## config.mk

```make
export PLATFORM = sky130hd
export DESIGN_NAME = bram_dump_engine
export DESIGN_NICKNAME = d
export VERILOG_FILES = /design/src/rtl/dbg_pkg.sv /design/src/rtl/bram_dump_engine.sv
export SDC_FILE = /design/constraint.sdc
export NUM_CORES = 1
export LEC_CHECK = 0
export ABC_CLOCK_PERIOD_IN_PS = 2400
export BUFFER_PORTS_ARGS = -buffer_cell sky130_fd_sc_hd__buf_2
export CORE_ASPECT_RATIO = 1.5
export CORE_UTILIZATION = 30
export CTS_CLUSTER_SIZE = 25
export DETAILED_ROUTE_END_ITERATION = 8
export PLACE_DENSITY = 0.59
export SYNTH_ARGS = -nofsm -noshare
export SYNTH_HDL_FRONTEND = slang
export SYNTH_SLANG_ARGS = --single-unit
export TNS_END_PERCENT = 20
```

## constraint.sdc

```tcl
create_clock -name CPU_CLK -period 2.4 [get_ports CPU_CLK]
set_clock_uncertainty 0.15 [all_clocks]
set_input_delay 0.12 -clock CPU_CLK [delete_from_list [all_inputs] [get_ports CPU_CLK]]
set_output_delay 0.12 -clock CPU_CLK [all_outputs]
set_load 0.01 [all_outputs]
```

## src/rtl/dbg_pkg.sv

```systemverilog
// Shared definitions for the cache debug-port load/dump engines:
// FSM state encoding, debug-port widths and the default BRAM depth.
package dbg_pkg;

   typedef enum logic [2:0] {
      IDLE  = 3'd0,
      ISSUE = 3'd1,
      WAIT  = 3'd2,
      SEND  = 3'd3,
      FIN   = 3'd4
   } dump_state_e;

   localparam int DBG_WORD_BYTES     = 4;
   localparam int DBG_ADDR_W         = 32;
   localparam int DBG_DATA_W         = 32;
   localparam int DBG_WE_W           = 4;
   localparam int BRAM_WORDS_DEFAULT = 4096;

endpackage

```

## src/rtl/bram_dump_engine.sv

```systemverilog
// Read-only dump of a debug-visible BRAM onto a valid/ready stream.
// Optional running checksum of accepted words: define DUMP_CHECKSUM_EN.
module bram_dump_engine
   import dbg_pkg::*;
#(
   parameter int BRAM_WORDS = BRAM_WORDS_DEFAULT,
   parameter int CNT_W      = 13
) (
   input  logic                  CPU_CLK,
   input  logic                  CPU_RST,
   input  logic                  start,
   input  logic                  abort,
   input  logic [DBG_ADDR_W-1:0] start_addr,
   input  logic [CNT_W-1:0]      word_count,
   output logic [DBG_ADDR_W-1:0] dbg_a2,
   output logic [DBG_DATA_W-1:0] dbg_wd2,
   output logic [DBG_WE_W-1:0]   dbg_we2,
   input  logic [DBG_DATA_W-1:0] dbg_rd2,
   output logic                  out_valid,
   input  logic                  out_ready,
   output logic [DBG_ADDR_W-1:0] out_addr,
   output logic [DBG_DATA_W-1:0] out_data,
   output logic                  busy,
   output logic                  done,
   output logic [DBG_DATA_W-1:0] checksum
);

   dump_state_e           state_q, state_d;
   logic [DBG_ADDR_W-1:0] cur_addr_q, cur_addr_d;
   logic [CNT_W-1:0]      rem_q, rem_d;
   logic [DBG_ADDR_W-1:0] dbg_a2_q, dbg_a2_d;
   logic [DBG_ADDR_W-1:0] out_addr_q, out_addr_d;
   logic [DBG_DATA_W-1:0] out_data_q, out_data_d;
   logic                  out_valid_q, out_valid_d;
   logic                  done_q, done_d;

   logic [CNT_W-1:0]      clamped_count;
   logic [DBG_ADDR_W-1:0] aligned_start;
   logic [DBG_ADDR_W-1:0] next_addr;
   logic                  handshake;
   logic                  aborting;
   logic                  unused_addr_lsbs;

   assign clamped_count    = (word_count > CNT_W'(BRAM_WORDS)) ? CNT_W'(BRAM_WORDS) : word_count;
   assign aligned_start    = {start_addr[DBG_ADDR_W-1:2], 2'b00};
   assign unused_addr_lsbs = ^start_addr[1:0];
   assign next_addr        = cur_addr_q + DBG_ADDR_W'(DBG_WORD_BYTES);
   assign aborting         = abort && (state_q != IDLE);
   // An abort in the same cycle as a handshake wins: that word is not consumed.
   assign handshake        = (state_q == SEND) && out_valid_q && out_ready && !abort;

   always_ff @(posedge CPU_CLK) begin
      if (CPU_RST) state_q <= IDLE;
      else         state_q <= state_d;
   end

   always_comb begin
      state_d = state_q;
      case (state_q)
         IDLE:    if (start) state_d = (clamped_count == '0) ? FIN : ISSUE;
         ISSUE:   state_d = WAIT;
         WAIT:    state_d = SEND;
         SEND:    if (handshake) state_d = (rem_q == CNT_W'(1)) ? FIN : ISSUE;
         FIN:     state_d = IDLE;
         default: state_d = IDLE;
      endcase
      if (aborting) state_d = IDLE;
   end

   // dbg_a2 is loaded on entry to ISSUE so the synchronous BRAM returns data during WAIT.
   always_comb begin
      cur_addr_d  = cur_addr_q;
      rem_d       = rem_q;
      dbg_a2_d    = dbg_a2_q;
      out_addr_d  = out_addr_q;
      out_data_d  = out_data_q;
      out_valid_d = out_valid_q;
      done_d      = 1'b0;
      case (state_q)
         IDLE: begin
            if (start) begin
               cur_addr_d = aligned_start;
               dbg_a2_d   = aligned_start;
               rem_d      = clamped_count;
            end
         end
         WAIT: begin
            out_data_d  = dbg_rd2;
            out_addr_d  = cur_addr_q;
            out_valid_d = 1'b1;
         end
         SEND: begin
            if (handshake) begin
               out_valid_d = 1'b0;
               rem_d       = rem_q - CNT_W'(1);
               cur_addr_d  = next_addr;
               dbg_a2_d    = next_addr;
            end
         end
         FIN:     done_d = 1'b1;
         default: ;
      endcase
      if (aborting) begin
         out_valid_d = 1'b0;
         done_d      = 1'b0;
      end
   end

   always_ff @(posedge CPU_CLK) begin
      if (CPU_RST) begin
         cur_addr_q  <= '0;
         rem_q       <= '0;
         dbg_a2_q    <= '0;
         out_addr_q  <= '0;
         out_data_q  <= '0;
         out_valid_q <= 1'b0;
         done_q      <= 1'b0;
      end else begin
         cur_addr_q  <= cur_addr_d;
         rem_q       <= rem_d;
         dbg_a2_q    <= dbg_a2_d;
         out_addr_q  <= out_addr_d;
         out_data_q  <= out_data_d;
         out_valid_q <= out_valid_d;
         done_q      <= done_d;
      end
   end

`ifdef DUMP_CHECKSUM_EN
   logic [DBG_DATA_W-1:0] checksum_q, checksum_d;

   always_comb begin
      checksum_d = checksum_q;
      if (state_q == IDLE && start) checksum_d = '0;
      else if (handshake)           checksum_d = checksum_q + out_data_q;
   end

   always_ff @(posedge CPU_CLK) begin
      if (CPU_RST) checksum_q <= '0;
      else         checksum_q <= checksum_d;
   end

   assign checksum = checksum_q;
`else
   assign checksum = '0;
`endif

   assign dbg_a2    = dbg_a2_q;
   assign dbg_wd2   = '0;
   assign dbg_we2   = '0;
   assign out_valid = out_valid_q;
   assign out_addr  = out_addr_q;
   assign out_data  = out_data_q;
   assign done      = done_q;
   // The done cycle is the tail of the dump, so busy drops only after it.
   assign busy      = (state_q != IDLE) || done_q;

endmodule

```

Yosys cells after proc, flatten, opt, wreduce, memory -nomap -nowiden. Cells that the tools add are included.

Equality and inequality tests: 7. $add $sub $neg: 2. Mux-type cells: 15. Reductions and logical operators: 15. $lt $le $gt $ge: 1.

Operator list (number): $mux 32 (2); $pmux 32 s2 (1); $mux 13 (3); $add 32x3->32 const B (1); $pmux 13 s2 (1); $eq 13x1->1 const B (1); $gt 13x13->1 const B (1); $logic_not 13->1 (1); $sub 13x1->13 const B (1); $mux 3 (4); $pmux 3 s4 (1); $eq 3x2->1 const B (2); $logic_and 1x1->1 (4); $ne 2x2->1 const B (2); $reduce_and 2->1 (2); $reduce_bool 2->1 (2); $eq 3x1->1 const B (1); $eq 3x3->1 const B (1); $logic_not 3->1 (1); $reduce_and 3->1 (1); $reduce_bool 3->1 (1); $mux 1 (2); $pmux 1 s2 (1); $reduce_or 2->1 (1); 2 further kinds (2).

Flip-flop bits (word level): 114.

Depth between registers and ports, before layout. Gate-level depths: netlist of the first run.

Depth in word-level cells: 6. Mapped depth: 8. Gate-level depth less buffers: 6.

Worst setup path after synthesis of the first run. No wires, ideal clock.

Kind: register -> register. Start: register, netlist name dbg_a2[2]. End: register dbg_a2_q[22], in the netlist dbg_a2[22]. Data required time: 2.118 ns. Period minus slack after synthesis: 2.232 ns. Buffers on the path: 1. Setup time: 0.132 ns. Path slack: 0.168 ns. Arrival: 1.949 ns. Stages on the path, launching flop included: 7. Cells stage by stage: dfxtp_1 > ha_1 > nand4_1 > nor4_1 > buf_2 > a21oi_1 > or3b_2.

RTL lines: to (signal assigned) (line bram_dump_engine.sv:121) `dbg_a2_q <= dbg_a2_d;`; to (decl) (line bram_dump_engine.sv:31) `logic [DBG_ADDR_W-1:0] dbg_a2_q, dbg_a2_d;`.

==> reports/metrics.cfg, run 1 <==
[outcome]
status = finished clean

[floorplanning]
die_w_um = 116
fp-row-count = 62
coreArea_mm2 = 0.0191
start_util = 0.304
ios = 249
dieArea_mm2 = 0.0199
die_y_um = 172

[cts]
cts_tree = built
cts.sinks = 110
clk_latency_ns = 0.37
clock_path_buffers = 2
h-tree-depth = 3
cts_root_buf = clkbuf_16
cts_buffers = 9
post_cts_buffers = 0
cts.reportedPaths.clkPinSlew_ns = 0.08

[routing]
vias = 6170
via_per_inst = 4.93
wl_per_cell_um = 15.1
routed_wl_um = 18800
antenna_left = 0
firstDrtPassIters = 4
drtIter0Drc = 371
route.detailed.drc = 0

[setup_path]
worstSetupPathType = register to register
cp-start-kind = register
cp.required_ns = 2.54
crit_fanout = 9
worstPathArrival_ns = 2.29
end_kind = register

[sta]
grt_setup_unrepaired = false
tightest_slew_ns = 0.719
tns_ns = 0
fin_hold_ws_ns = 0.00730
slew-limit-headroom = 0.521
max_freq_mhz = 466
min_period_ns = 2.15
fin_crit_sh = 0.895
finalHoldViolCount = 0
drv_slew = 0
finalSetupViolations = 0

[logic_synthesis]
syn_inst = 762
syn_area_mm2 = 0.00581
synth_xor_area_frac = 0
synthSimpleGateAreaFrac = 0.249
synth_compound_area_frac = 0.225
yosys_register_bits = 110
synthDistinctLibCells = 56
synth_ff_type = dfxtp_1
synth-edff-count = 0
synth.area.mux_share = 0
synthAdderAreaFrac = 0.00646
syn_area_per_cell_um2 = 7.62
synth_warnings = 0
async_flop_share = 0
seq_area_frac_synth = 0.379
synth_top_family_by_area = simple AND/OR/NAND/NOR gates

[global_routing]
gr-usage-all-layers = 0.186
antenna_found_initial = 0
grt_pass1_vias = 5668
grt.overflow.total = 0
grt_max_degree = 83
grt_pass1_wl_um = 28900

[final_layout]
finalNetCount = 1075
antenna_cells = 0
fin_util = 0.406
syn2layout_area_growth_pct = 33.5
drive_gt1_frac = 0.248
fillers = 2016
fin_area_mm2 = 0.00776

[pwr]
powerDensity_mw_per_mm2 = 556
ir_drop_v = 0.000281
p_leak_uw = 0.00326

[placed_design]
postPlaceCellArea_mm2 = 0.00685
io_buffers = 174
dpl.hpwl_um = 13000
gp_congestion = 0.822

[worst_hold_path]
hp-class = input port to register

[job]
cap_violations = 0

Yosys cell counts, types with 11 or more instances:
library cell	count	area, µm²
o21ai_0	27	135
a21oi_1	90	450
nor3_1	17	85.1
nand2_1	159	597
buf_4	72	541
nand3_1	13	65.1
dfxtp_1	110	2200
inv_1	11	41.3
clkbuf_1	48	180
nor2_1	29	109
o211ai_1	12	90.1
nor4_1	12	75.1
nand4_1	16	100
cell type report:
cell class / count / area [µm²] / area share
repair buffers: 276 / 1820 / 0.234
clock inverters: 7 / 71.3 / 0.00920
well taps: 256 / 320 / 0.0413
flip-flops and latches: 110 / 2200 / 0.284
clock buffers: 9 / 225 / 0.0290
inverters: 11 / 41.3 / 0.00532
multi-input cells: 582 / 3080 / 0.397
sequential cells by signal, summed over array words and instances, names as in the netlist:
register,count
dbg_a2,30
done,1
out_addr,30
out_data,32
out_valid,1
rem_q,13
state_q,3
layer usage:
| layer | vias up | share of wire | global-route usage | routed length [µm] |
|---|---|---|---|---|
| met3 | 18 | 0.051 | 0.0259 | 961 |
| met4 | 0 | 0.022 | 0.0741 | 412 |
| met2 | 234 | 0.51 | 0.342 | 9590 |
| li1 | 3033 | - | - | - |
| met5 | - | 0 | 0 | 0 |
| met1 | 2885 | 0.42 | 0.214 | 7880 |
path summary, 6_finish.rpt:
path | start | to | slack (ns) | cells past startpoint
setup / recovery | dbg_a2[8]$_SDFFE_PP0P_ | dbg_a2[29]$_SDFFE_PP0P_ | 0.25 | 4
hold / removal | start_addr[7] | dbg_a2[7]$_SDFFE_PP0P_ | 0.007 | 4
setup reg to reg | dbg_a2[8]$_SDFFE_PP0P_ | dbg_a2[29]$_SDFFE_PP0P_ | 0.25 | 4
hold reg to reg | out_addr[4]$_SDFFE_PP0P_ | out_addr[4]$_SDFFE_PP0P_ | 0.30 | 2
through the flow:
step	setup WS, ns	cells	total power (µW)
global placement	0.296	1174	2740
detailed placement	0.267	1174	2740
global route	0.0640	1251	4530
finish	0.253	1251	4310
floorplan	0.168	833	2510
CTS	0.246	1251	4370
layout by cell type (no fill, tap or decap), drive strengths merged, types with 17 or more instances in the layout:
| cell | instances |
|---|---|
| nand2 | 159 |
| conb | 72 |
| nand4 | 17 |
| buf | 215 |
| nor2 | 29 |
| dlygate4sd3 | 61 |
| o21ai | 27 |
| a21oi | 90 |
| dfxtp | 110 |
| nor3 | 17 |
power breakdown:
group,switching (µW),internal [µW],total (µW),leakage (µW)
Clock,796,740,1540,0.000146
Combinational,455,334,789,0.00222
Sequential,85.6,1900,1990,0.000895
Total,1340,2980,4310,0.00326
critical path, stage by stage (launching register included):
cell      delay, ns
dfxtp_1        0.47
nand4_4        0.20
or4_1          0.65
or4_1          0.50
o211ai_1       0.10
kinds of logic after synthesis:
family	count (synthesis)
DFF	110
AOI/OAI and AO/OA	207
buffers and inverters	141
other	1
and+or+nand+nor	300
adders and majority gates	3
repair_timing:
action                                  CTS  global route
hold endpoints to repair                 63             0
endpoints found under the setup margin    0             0
hold buffers                             61             0
gates resized for setup                   0             0
No activity file was read; power rests on OpenSTA's default activity.
==> inputs of run 2 (changes only) <==
Settings changed: MAX_ROUTING_LAYER set to met4.
==> reports/metrics.cfg, run 2 (synthesis results as in run 1) <==
[setup_path]
cp.required_ns = 2.48  ; -0.06 ns
cp-start-kind = register
crit_fanout = 9  ; unchanged
path_cells = nand4_4 > or4_1 > o311ai_0 > o211ai_1
worstPathArrival_ns = 2.23  ; -0.06 ns
critPathLaunch = dbg_a2[8]$_SDFFE_PP0P_
slowest_stage = or4_1
rr_startpoint = dbg_a2[8]$_SDFFE_PP0P_
r2r_slack_ns = 0.25  ; about the same
worstSetupPathType = register to register
timing.critical_path.to = dbg_a2[26]$_SDFFE_PP0P_
max_stage_delay_ns = 0.64  ; about the same
r2r-end = dbg_a2[26]$_SDFFE_PP0P_
reg2reg_depth = 4  ; unchanged
end_kind = register

[floorplanning]
fp-row-count = 62  ; unchanged
die_y_um = 172  ; unchanged
die_w_um = 116  ; unchanged
dieArea_mm2 = 0.0199  ; unchanged
ios = 249  ; unchanged
coreArea_mm2 = 0.0191  ; unchanged
start_util = 0.304  ; unchanged

[pwr]
ir_drop_v = 0.000281  ; -0.13%
powerDensity_mw_per_mm2 = 556  ; about the same
p_leak_uw = 0.00326  ; unchanged

[cts]
clock_path_buffers = 2  ; unchanged
cts_root_buf = clkbuf_16
cts.sinks = 110  ; unchanged
cts_tree = built
clk_latency_ns = 0.37  ; about the same
h-tree-depth = 3  ; unchanged
cts_buffers = 9  ; unchanged
post_cts_buffers = 0  ; unchanged
cts.reportedPaths.clkPinSlew_ns = 0.08  ; about the same

[final_layout]
layout_commonest_cell = buf_2
antenna_cells = 0  ; unchanged
largest_reg_flops = 32  ; unchanged
syn2layout_area_growth_pct = 33.5  ; unchanged
final_cell_mix = buf_2, nand2_1, dfxtp_1, a21oi_1, conb_1
finalNetCount = 1075  ; unchanged
drive_gt1_frac = 0.248  ; unchanged
fillers = 2016  ; unchanged

[sta]
finalHoldViolCount = 0  ; unchanged
min_period_ns = 2.15  ; +0.000348 ns
max_freq_mhz = 466  ; about the same
tns_ns = 0  ; unchanged
finalSetupViolations = 0  ; unchanged
tightest_slew_ns = 0.705  ; -0.0139 ns
fin_hold_ws_ns = 0.00751  ; +0.000212 ns
fin_crit_sh = 0.895  ; about the same
slew-limit-headroom = 0.530  ; +0.00926
drv_slew = 0  ; unchanged
grt_setup_unrepaired = false

[placed_design]
io_buffers = 174  ; unchanged
gp_congestion = 0.835  ; +1.5%
dpl.hpwl_um = 13000  ; unchanged

[global_routing]
gr-usage-all-layers = 0.192  ; +0.00533
grt_pass1_vias = 5674  ; +0.11%
grtUsageMet2 = 0.343  ; +0.00104
antenna_found_initial = 0  ; unchanged
use_met1 = 0.215  ; +0.000431
met3_usage = 0.0238  ; -0.00210
grt_max_degree = 83  ; unchanged
grt_pass1_wl_um = 28900  ; about the same
grt.overflow.total = 0  ; unchanged
grt_busiest_layer = met2

[routing]
wl_per_cell_um = 15.1  ; +0.20%
route.detailed.drc = 0  ; unchanged
drtIter0Drc = 373  ; +0.54%
antenna_left = 0  ; unchanged
vias = 6223  ; +0.86%
via_per_inst = 4.97  ; +0.86%
firstDrtPassIters = 5  ; +1
routed_wl_um = 18900  ; +0.20%

[job]
cap_violations = 0  ; unchanged

[outcome]
status = finished clean

[worst_hold_path]
hp-class = input port to register

[run 2: timing repair]
item                      4_1_cts  5_1_grt
resized for setup               0        0
hold endpoints to repair       63        0
hold buffers                   61        0
[run 2: how the worst min path moves through the flow]
stage | start | to | slack [ns] | depth (start not counted)
global route | start_addr[15] | dbg_a2[15]$_SDFFE_PP0P_ | 0.01 | 3
finish | start_addr[7] | dbg_a2[7]$_SDFFE_PP0P_ | 0.008 | 4
global placement | dbg_rd2[30] | out_data[30]$_SDFFE_PP0P_ | 0.21 | 3
floorplan | dbg_rd2[0] | out_data[0]$_SDFFE_PP0P_ | 0.11 | 2
CTS | start_addr[15] | dbg_a2[15]$_SDFFE_PP0P_ | 0.0003 | 3
detailed placement | dbg_rd2[18] | out_data[18]$_SDFFE_PP0P_ | 0.22 | 3
[run 2: per-stage QoR]
step / instances / worst slack (ns) / util / instance area [µm²] / power [µW]
after global placement: 1174 / 0.296 / 0.359 / 6850 / 2740
after global routing: 1251 / 0.0640 / 0.406 / 7760 / 4530
final: 1251 / 0.252 / 0.406 / 7760 / 4310
after detailed placement: 1174 / 0.267 / 0.359 / 6850 / 2740
after floorplan: 833 / 0.168 / - / 6070 / 2510
after CTS: 1251 / 0.246 / 0.406 / 7760 / 4370
[run 2: area by class of cell]
cell class	count	area [µm²]	share of cell area
Multi-Input combinational cell	582	3080	0.397
Sequential cell	110	2200	0.284
Timing Repair Buffer	276	1820	0.234
Tap cell	256	320	0.0413
Clock buffer	9	225	0.0290
Clock inverter	7	71.3	0.00920
Inverter	11	41.3	0.00532
[run 2: metal layers]
layer  part of all wire  vias to the layer above
met3              0.051                       22
met1               0.42                     2894
met5                  0                        -
li1                   -                     3040
met2               0.51                      267
met4              0.023                        0
[run 2: where the power goes]
| part | total [µW] | internal [µW] | switching, µW |
|---|---|---|---|
| sequential | 1990 | 1900 | 85.9 |
| clock | 1530 | 740 | 794 |
| combinational | 789 | 334 | 455 |
[run 2: critical path: cells and delay by family, from the launching register on]
kind | cells | cell delay (ns)
flip-flops | 1 | 0.47
AND/OR/NAND/NOR | 2 | 0.84
AO/OA/AOI/OAI | 2 | 0.56
